### src/rtl/decode.sv
// AAP decode stage: takes 16-bit words from fetch, joins 32-bit instructions from
// two words, and registers the decoded fields for execute.
module decode #(
  parameter int PC_W = 20
) (
  input  logic            clock,
  input  logic            reset,
  input  logic [31:0]     fetchoutput,
  input  logic            word_valid,
  input  logic [PC_W-1:0] word_pc,
  input  logic            flush,
  input  logic            stall_in,
  output logic            stall_out,
  output logic            dec_valid,
  output logic [PC_W-1:0] dec_pc,
  output logic            dec_len,
  output logic [1:0]      dec_class,
  output logic [5:0]      dec_opcode,
  output logic [5:0]      dec_rd,
  output logic [5:0]      dec_ra,
  output logic [5:0]      dec_rb,
  output logic [15:0]     dec_imm,
  output logic            dec_illegal,
  output logic            dbg_state
);

  // Handshake: a word is taken when word_valid is high and stall_out is low;
  // stall_out rises only when execute refuses a valid decode output.

  typedef enum logic {
    ST_FIRST  = 1'b0,
    ST_SECOND = 1'b1
  } state_t;

  state_t          state, state_next;
  logic [15:0]     hold_word;
  logic [PC_W-1:0] hold_pc;

  logic [15:0] word;
  logic        accept;
  logic        emit;
  logic        load_hold;

  logic [PC_W-1:0] nxt_pc;
  logic            nxt_len;
  logic [1:0]      nxt_class;
  logic [5:0]      nxt_opcode;
  logic [5:0]      nxt_rd;
  logic [5:0]      nxt_ra;
  logic [5:0]      nxt_rb;
  logic [15:0]     nxt_imm;
  logic            nxt_illegal;

  assign word      = fetchoutput[15:0];
  assign stall_out = stall_in & dec_valid;
  assign accept    = word_valid & ~stall_out;
  assign dbg_state = state;

  always_comb begin
    state_next  = state;
    emit        = 1'b0;
    load_hold   = 1'b0;
    nxt_pc      = word_pc;
    nxt_len     = 1'b0;
    nxt_class   = word[14:13];
    nxt_opcode  = {2'b00, word[12:9]};
    nxt_rd      = {3'b000, word[8:6]};
    nxt_ra      = {3'b000, word[5:3]};
    nxt_rb      = {3'b000, word[2:0]};
    nxt_imm     = {{13{word[2]}}, word[2:0]};
    nxt_illegal = 1'b0;
    case (state)
      ST_FIRST: begin
        if (accept) begin
          if (word[15]) begin
            load_hold  = 1'b1;
            state_next = ST_SECOND;
          end else begin
            emit = 1'b1;
          end
        end
      end
      ST_SECOND: begin
        if (accept) begin
          // Low bits of every field come from the first word; l[12:9] is reserved.
          emit        = 1'b1;
          state_next  = ST_FIRST;
          nxt_pc      = hold_pc;
          nxt_len     = 1'b1;
          nxt_class   = hold_word[14:13];
          nxt_opcode  = {word[14:13], hold_word[12:9]};
          nxt_rd      = {word[8:6], hold_word[8:6]};
          nxt_ra      = {word[5:3], hold_word[5:3]};
          nxt_rb      = {word[2:0], hold_word[2:0]};
          nxt_imm     = {{10{word[2]}}, word[2:0], hold_word[2:0]};
          nxt_illegal = word[15];
        end
      end
      default: state_next = ST_FIRST;
    endcase
  end

  always_ff @(posedge clock) begin
    if (reset) begin
      state       <= ST_FIRST;
      hold_word   <= '0;
      hold_pc     <= '0;
      dec_valid   <= 1'b0;
      dec_pc      <= '0;
      dec_len     <= 1'b0;
      dec_class   <= '0;
      dec_opcode  <= '0;
      dec_rd      <= '0;
      dec_ra      <= '0;
      dec_rb      <= '0;
      dec_imm     <= '0;
      dec_illegal <= 1'b0;
    end else if (flush) begin
      state     <= ST_FIRST;
      hold_word <= '0;
      hold_pc   <= '0;
      dec_valid <= 1'b0;
    end else if (!(stall_in && dec_valid)) begin
      state     <= state_next;
      dec_valid <= emit;
      if (load_hold) begin
        hold_word <= word;
        hold_pc   <= word_pc;
      end
      // A bubble leaves the field outputs at their last values.
      if (emit) begin
        dec_pc      <= nxt_pc;
        dec_len     <= nxt_len;
        dec_class   <= nxt_class;
        dec_opcode  <= nxt_opcode;
        dec_rd      <= nxt_rd;
        dec_ra      <= nxt_ra;
        dec_rb      <= nxt_rb;
        dec_imm     <= nxt_imm;
        dec_illegal <= nxt_illegal;
      end
    end
  end

endmodule

### config.mk
export PLATFORM = sky130hd
export DESIGN_NAME = decode
export DESIGN_NICKNAME = d
export VERILOG_FILES = /design/src/rtl/decode.sv
export SDC_FILE = /design/constraint.sdc
export NUM_CORES = 1
export LEC_CHECK = 0
export ABC_CLOCK_PERIOD_IN_PS = 1500
export BUFFER_PORTS_ARGS = -buffer_cell sky130_fd_sc_hd__buf_2
export CAP_MARGIN = 25
export CORE_ASPECT_RATIO = 1.4
export CORE_MARGIN = 2
export CORE_UTILIZATION = 30
export DETAILED_ROUTE_END_ITERATION = 7
export PLACE_DENSITY = 0.59
export SYNTH_ARGS = -nofsm -noshare
export SYNTH_HDL_FRONTEND = slang
export SYNTH_SLANG_ARGS = --single-unit
### constraint.sdc
create_clock -name clock -period 1.5 [get_ports clock]
set_input_delay 0.3 -clock clock [delete_from_list [all_inputs] [get_ports clock]]
set_output_delay 0.3 -clock clock [all_outputs]
set_load 0.03 [all_outputs]
==> results of run 1 <==
-- layout by cell type (no fill, tap or decap), types with 2 or more instances in the layout --
master      count
a21oi_1        51
a311oi_1       24
a311oi_2       10
a31oi_1        37
buf_12         12
buf_2         106
buf_4           9
clkbuf_16       9
clkbuf_8        2
clkinvlp_4      3
dfxtp_1        86
nand2_1         3
nand3_1        82
nand4_1         2
nor2_1          2
nor2b_4         2
o21ai_0        69
o31ai_1        17
-- synth_stat cells (all sizes together) --
library cell	n
buf	56
o31ai	17
and2b	1
nand2	4
dfxtp	88
nor3	1
inv	2
o21ai	69
clkbuf	19
a21oi	51
a21boi	1
nand4	2
a21bo	1
nand3	82
nand2b	2
nor2	2
a31oi	37
nor2b	2
a311oi	34
or2	1
-- kinds of logic after synthesis --
kind of cell / count (synthesis)
AO/OA/AOI/OAI: 210
AND/OR/NAND/NOR: 97
flip-flops: 88
buffers and inverters: 77
-- layout make-up --
type	instances	area, sq um	area share (%)
clock buffer	11	253	5.04
timing repair buffer	128	850	16.9
inverter	2	7.51	0.150
tap	182	228	4.54
clock inverter	5	40.0	0.799
multi-input combinational	307	1870	37.3
sequential	88	1770	35.2
-- flip-flops by register name, summed over array words and instances (netlist names), 2 cells and up --
register	cells
dec_rb	6
dec_pc	20
dec_imm	3
hold_pc	20
dec_opcode	6
dec_class	2
dec_ra	6
hold_word	15
dec_rd	6
-- metrics by stage --
stage	std cells	cell area, sq um
detailed placement	706	4700
global placement	706	4700
CTS	723	5010
global route	723	5010
finish	723	5010
floorplan	472	4040
-- metal layers --
layer	track usage, %	up-vias
li1	-	1903
met1	21.3	1932
met2	28.8	159
met3	2.83	20
met4	6.60	0
met5	0	-
-- worst reg2reg max path, delay by kind of cell (launching register included) --
kind	cells	cell delay, ps
and+or+nand+nor	1	150
buffers and inverters	1	260
DFF	1	370
AOI/OAI and AO/OA	2	490
-- repair_timing --
action,4_1_cts,5_1_grt
gates resized for setup,4,0
buffers inserted,1,0
endpoints found under the setup margin,1,0
-- report_power, final --
group          leakage (nW)  internal (mW)  switching (mW)  total (mW)
Sequential            0.717           2.42          0.0444        2.46
Combinational         0.976          0.274           0.554       0.828
Clock                 0.134           1.22           0.944        2.17
-- worst min-delay path by stage --
stage / to / cells after the start / startpoint / slack, ps
after floorplan: dec_valid / 2 / word_valid / 440
after global placement: dec_ra[4] / 2 / dec_ra[4] / 450
after detailed placement: dec_illegal / 2 / dec_illegal / 460
after CTS: hold_pc[17] / 3 / word_pc[17] / 200
after global routing: hold_pc[17] / 3 / word_pc[17] / 210
final: hold_pc[17] / 3 / word_pc[17] / 220
==> flow_summary.yaml, run 1 <==
synthesis:
  synthSimpleGateAreaFrac_pct: 12.5
  synth_top_area_share_pct: 43.7
  yosys.area.top_type: "dfxtp_1"
  synth_cells: 472
  ys_ff_latch: 88
  synthDistinctLibCells: 26
  yosys.area_share.xor_xnor_pct: 0
  muxShareOfSynthArea_pct: 0
  synth_top_family_by_area: "compound AO/OA/AOI/OAI gates"
  synth_area_leaders: "dfxtp_1 44%, nand3_1 10%, o21ai_0 8.6%"
  yosysWarningCount: 0
  synth_compound_area_share_pct: 33.2
  syn_area_per_cell_sq_um: 8.55
  synth_fp_nets: 529
  ys_seq_area_share_pct: 43.7
  syn_area_sq_um: 4040
  synth-adder-area-share_pct: 0
critical_path:
  critPathTopFamily: "flip-flops"
  crit_type: "reg2out"
  slowest_stage: "dfxtp_4"
  cp-startpoint: "dec_valid"
  crit_path_end: "stall_out"
  start_kind: "register"
  path_max_fanout: 4
  required_ps: 1200
  path_depth: 4
  path_buf_inv: 3
  critPathCaptureType: "output pin"
  r2r-end: "dec_pc[0]"
  timing.rr.start: "dec_valid"
  rr_worst_depth: 4
  arrival_ps: 1140
  cp_slowest_stage_delay_ps: 380
  r2r_setup_slack_ps: 130
  crit_chain: "nand2_2 > inv_2 > buf_12 > buf_6"
cts:
  clock_path_buffers: 2
  clk_latency_ps: 340
  numCtsBuffers: 9
  tritoncts: "built"
  cts.sinks: 88
  cts_hold_buf: 0
  clkTransAtPathRegs_ps: 70
  htree_levels: 3
  cts_root_buf: "clkbuf_16"
routing:
  highest_layer: "met4"
  vias: 4014
  drtPass1Iterations: 5
  first_iter_violations: 257
  wl_per_cell_um: 16.9
  ant_nets: 0
  route.met2.wl_um: 6160
  met1Wirelength_um: 5040
  drc: 0
  drt_wl_total_um: 12200
  route.met3.wl_um: 747
  via_per_inst: 5.55
timing:
  max_slew_margin_pct: 46.8
  fmax_ghz: 0.696
  fin_crit_ps: 1440
  tightest_slew_ps: 797
  finalCritPeriodShare_pct: 95.8
  drv_slew: 0
  finClkSkew_ps: 6.19
  holdWs_ps: 218
  setup-tns-final_ps: 0
  setup_viol: 0
  rsz0062_at_grt: "false"
  hold_viol_final: 0
  fin_ws_ps: 63.1
outcome:
  status: "finished, final reports clean"
finish:
  area_delta_synth_final_pct: 24.2
  final_util_pct: 37.8
  final_layout_size_suffix_gt1_share_pct: 30.5
  nets: 593
  nFillCells: 1413
  diodes: 0
pwr:
  finalPower_mw: 5.45
  power.density_nw_per_um2: 1090
  p_leak_nw: 1.83
  peakVddDrop_v: 0.000510
grt:
  antenna_found_initial: 0
  grt_pass1_wl_um: 19500
  grt_pass1_vias: 3790
  grt_max_degree: 53
  grtUsageTotal_pct: 17.0
  overflow: 0
placement:
  post-place-ws_ps: 4.04
  gp_congestion: 0.740
  hpwl_um: 7630
  io_buffers: 107
min_path:
  min_path_type: "in2reg"
floorplanning:
  die_h_um: 141
  ios: 124
  rows: 50
  initial_core_util_pct: 30.4
  core_area_sq_um: 13300
  fp.dieW_um: 102
  dieArea_sq_um: 14400
flow_run:
  drv.max_cap_violation_count: 0
Note: power is estimated with default switching activity, not from simulation.
==> inputs of run 2 (changes only) <==
- ABC_CLOCK_PERIOD_IN_PS: 1500 -> 1700
- RECOVER_POWER: unset -> 100
- clock period: 1.5 -> 1.7 ns (I/O delays scaled with it)
==> run 2 against run 1 <==
Register-to-register slack improved by 50 ps. Sequential power fell by 12%. Sequential share of layout area increased by 1.3 points. Critical endpoint unchanged. Largest cell class unchanged. Largest power group unchanged. Highest routed layer unchanged.
==> flow_summary.yaml, run 2 (synthesis results as in run 1) <==
critical_path:
  crit_path_end: "stall_out"
  arrival_ps: 1240
  cp_slowest_stage_delay_ps: 380
  path_depth: 3
  start_kind: "register"
  r2r-end: "dec_pc[14]"
  rr_worst_depth: 4
  critPathCaptureType: "output pin"
  required_ps: 1360
  cp-startpoint: "dec_valid"
  path_buf_inv: 2
  path_max_fanout: 9
  critPathTopFamily: "buffers and inverters"
  r2r_setup_slack_ps: 180
  crit_chain: "nand2_2 > inv_2 > clkbuf_2"
  timing.rr.start: "dbg_state"
  slowest_stage: "dfxtp_2"
  crit_type: "reg2out"
routing:
  ant_nets: 0
  wl_per_cell_um: 16.7
  via_per_inst: 5.45
  drc: 0
  drt_wl_total_um: 12000
  vias: 3931
  first_iter_violations: 304
  drtPass1Iterations: 4
cts:
  clk_latency_ps: 340
  clock_path_buffers: 2
  htree_levels: 3
  numCtsBuffers: 9
  cts.sinks: 88
  tritoncts: "built"
  clkTransAtPathRegs_ps: 70
  cts_root_buf: "clkbuf_16"
timing:
  drv_slew: 0
  fmax_ghz: 0.632
  finalCritPeriodShare_pct: 93.1
  tightest_slew_ps: 817
  finClkSkew_ps: 7.18
  setup-tns-final_ps: 0
  fin_crit_ps: 1580
  max_slew_margin_pct: 45.6
  fin_ws_ps: 118
  rsz0062_at_grt: "false"
  hold_viol_final: 0
  setup_viol: 0
finish:
  ff_latch_area_sq_um: 1760
  multi_input_area_sq_um: 1870
  nFillCells: 1414
  final_util_pct: 36.5
  largestRegisters: "dec_pc: 20 flops, hold_pc: 20 flops, hold_word: 15 flops"
  nets: 591
  stdcell_count: 721
  final_cell_mix: "86 x dfxtp_1, 82 x nand3_1, 69 x o21ai_0"
  diodes: 0
  area_delta_synth_final_pct: 19.8
  layout_commonest_cell: "dfxtp_1"
  final_layout_size_suffix_gt1_share_pct: 17.8
floorplanning:
  core_area_sq_um: 13300
  initial_core_util_pct: 30.4
  fp.dieW_um: 102
  die_h_um: 141
  rows: 50
  dieArea_sq_um: 14400
  ios: 124
grt:
  grt_pass1_wl_um: 19000
  grt_max_degree: 71
  grtUsageTotal_pct: 16.6
  overflow: 0
  antenna_found_initial: 0
  grt_pass1_vias: 3714
placement:
  placed_cells: 705
  io_buffers: 107
  gp_congestion: 0.734
  hpwl_um: 7540
  post-place-ws_ps: 182
outcome:
  status: "finished, final reports clean"
pwr:
  pwr-share-clk_pct: 40.9
  switching_share_pct: 28.1
  p_int_mw: 3.48
  p_leak_nw: 1.51
  seqPwrFrac_pct: 44.9
  p_sw_mw: 1.36
  power_frac_comb_pct: 14.2
  power.density_nw_per_um2: 1000
  peakVddDrop_v: 0.000388
min_path:
  min_path_type: "in2reg"
flow_run:
  drv.max_cap_violation_count: 0
## run 2: changes by cell type in the layout (fill, tap and decap cells not counted), moves of 2 or more
cell	before	now
buf_4	9	12
clkbuf_1	0	67
buf_2	106	40
buf_12	12	6
clkbuf_2	0	2
clkbuf_8	2	0
## run 2: worst min path at each step
stage,startpoint,endpoint,slack [ps],cells after the start
global route,word_pc[17],hold_pc[17],260,3
finish,word_pc[0],hold_pc[0],260,3
detailed placement,dec_rd[3],dec_rd[3],460,2
CTS,word_pc[17],hold_pc[17],250,3
floorplan,hold_pc[19],hold_pc[19],450,2
global placement,dec_rd[4],dec_rd[4],450,2
## run 2: layout make-up
type                       count  area share (%)
tap                          182            4.71
inverter                       2           0.155
clock buffer                  10            4.74
clock inverter                 6            1.42
sequential                    88            36.5
multi-input combinational    307            38.7
timing repair buffer         126            13.8
## run 2: worst reg2reg max path, cell delays in order, from the launching register on
cell      delay, ps
dfxtp_2         450
nand2b_2        190
clkbuf_2        380
a31oi_1         170
a311oi_2        250
## run 2: what timing repair did
item / in CTS / in global routing
hold buffers: 0 / 0
setup buffers: 0 / 0
endpoints found under the setup margin: 0 / 1
resized for setup: 0 / 1
hold endpoints to repair: 0 / 0
## run 2: power by group through the flow
stage | clock network, mW | registers [mW] | logic (mW)
2_1_floorplan | 0 | 2.32 | 0.384
3_3_place_gp | 0 | 2.22 | 0.695
3_5_place_dp | 0 | 2.22 | 0.705
4_1_cts | 2.04 | 2.17 | 0.706
5_1_grt | 2.11 | 2.18 | 0.746
6_report | 1.98 | 2.17 | 0.687
## run 2: per-layer routing
metal  wire (um)  vias to the layer above  global-route usage (%)  share of wire, %
met1        5060                     1867                    20.7                42
met4         295                        0                    7.58               2.5
met2        5960                      142                    27.2                50
li1            -                     1904                       -                 -
met3         707                       18                    3.47               5.9
met5           0                        -                       0                 0
## run 2: metrics by stage
step                      hold WS (ps)  total power, mW  instance area (sq um)
after floorplan                    454             2.70                   4040
after global placement             452             2.91                   4620
after detailed placement           463             2.92                   4620
after CTS                          245             4.91                   4920
after global routing               256             5.03                   4830
final                              258             4.84                   4830
==> inputs of run 3 (changes only) <==
- CORE_ASPECT_RATIO: 1.4 -> unset
==> run 3 against run 2 <==
Final area shrank 0.21%. Flip-flop and latch count is the same. Sequential share of layout area grew 0.076 points. Combinational power shrank 0.9%. Non-clock buffer count grew 3. Critical path depth shrank 1. Utilization grew 0.12 points.
==> flow_summary.yaml, run 3 (synthesis results as in run 1) <==
finish:
  final_layout_size_suffix_gt1_share_pct: 17.3
  final_util_pct: 36.6
  layout_commonest_cell: "dfxtp_1"
  diodes: 0
  nFillCells: 1391
  area_delta_synth_final_pct: 19.6
  final_cell_mix: "86 x dfxtp_1, 82 x nand3_1, 69 x o21ai_0"
  stdcell_count: 718
  design_area_sq_um: 4820
  nets: 594
  largestRegisters: "dec_pc: 20 flops, hold_pc: 20 flops, hold_word: 15 flops"
routing:
  ant_nets: 0
  wl_per_cell_um: 17.0
  first_iter_violations: 392
  vias: 3963
  drc: 0
  via_per_inst: 5.52
  drtPass1Iterations: 4
  drt_wl_total_um: 12200
cts:
  cts_resized: 2
  clkTransAtPathRegs_ps: 60
  clk_latency_ps: 340
  tritoncts: "built"
  clock_path_buffers: 2
  cts_root_buf: "clkbuf_16"
  numCtsBuffers: 9
  cts.sinks: 88
  cts_hold_buf: 0
  post-cts-setup-buffers: 0
  htree_levels: 3
pwr:
  peakVddDrop_v: 0.000451
  power.density_nw_per_um2: 1060
  pwr-share-clk_pct: 43.9
  power_frac_comb_pct: 13.4
  p_sw_mw: 1.32
  switching_share_pct: 26.0
  p_leak_nw: 1.55
  finalPower_mw: 5.09
  p_int_mw: 3.77
  seqPwrFrac_pct: 42.7
critical_path:
  crit_path_end: "dbg_state"
  cp-startpoint: "dbg_state"
  critPathCaptureType: "output pin"
  rr_worst_depth: 4
  crit_type: "reg2out"
  r2r_setup_slack_ps: 140
  required_ps: 1360
  arrival_ps: 1250
  start_kind: "register"
  r2r-end: "dec_pc[12]"
  path_max_fanout: 36
  timing.rr.start: "dbg_state"
min_path:
  min_path_type: "in2reg"
timing:
  setup_viol: 0
  max_slew_margin_pct: 47.2
  finClkSkew_ps: 9.12
  setup-tns-final_ps: 0
  hold_viol_final: 0
  fin_ws_ps: 110
  drv_slew: 0
  holdWs_ps: 261
  rsz0062_at_grt: "false"
  tightest_slew_ps: 792
  fmax_ghz: 0.629
  fin_crit_ps: 1590
  finalCritPeriodShare_pct: 93.5
flow_run:
  drv.max_cap_violation_count: 0
floorplanning:
  fp.dieW_um: 120
  rows: 42
  die_h_um: 120
  dieArea_sq_um: 14400
  ios: 124
  initial_core_util_pct: 30.6
  core_area_sq_um: 13200
placement:
  io_buffers: 107
  hpwl_um: 8000
  post-place-ws_ps: 143
  gp_congestion: 0.744
  placed_cells: 702
  placed_cell_area_sq_um: 4640
grt:
  grt_pass1_wl_um: 19600
  antenna_found_initial: 1
  grt_max_degree: 56
  grtUsageTotal_pct: 16.9
  grt_pass1_vias: 3891
  overflow: 0
outcome:
  status: "finished, final reports clean"
[run 3: changes by cell type in the layout (fill, tap and decap cells not counted), sizes merged]
cell / delta
buf: +3
clkinvlp: -3
bufinv: +2
inv: -1
clkinv: +2
[run 3: worst max-delay path, cell delays in order (launching register included)]
cell,delay [ps]
dfxtp_2,390
buf_8,270
buf_2,250
[run 3: how the worst min path moves through the flow]
stage,from,to,depth (start not counted)
finish,word_pc[11],hold_pc[11],3
detailed placement,dec_illegal,dec_illegal,2
global route,word_pc[17],hold_pc[17],3
CTS,fetchoutput[12],hold_word[12],3
global placement,dec_illegal,dec_illegal,2
floorplan,hold_pc[19],hold_pc[19],2
[run 3: final cells by class]
type	instances	area, sq um	area share [%]
Clock inverter	6	108	2.23
Tap cell	176	220	4.56
Inverter	2	10.0	0.207
Timing Repair Buffer	129	693	14.4
Multi-Input combinational cell	307	1800	37.3
Clock buffer	10	229	4.75
Sequential cell	88	1760	36.6
[run 3: metal layers]
layer / track usage [%] / share of wire (%) / wire length (um)
met5: 0 / 0.11 / 13
met4: 5.44 / 1.4 / 175
met3: 5.56 / 8.2 / 995
met2: 28.1 / 47 / 5730
met1: 20.7 / 43 / 5290
[run 3: power groups by stage]
stage	registers [mW]	logic, mW	clock network (mW)
after floorplan	2.32	0.384	0
after global placement	2.22	0.704	0
after detailed placement	2.22	0.717	0
after CTS	2.17	0.719	2.29
after global routing	2.18	0.737	2.37
final	2.17	0.681	2.24
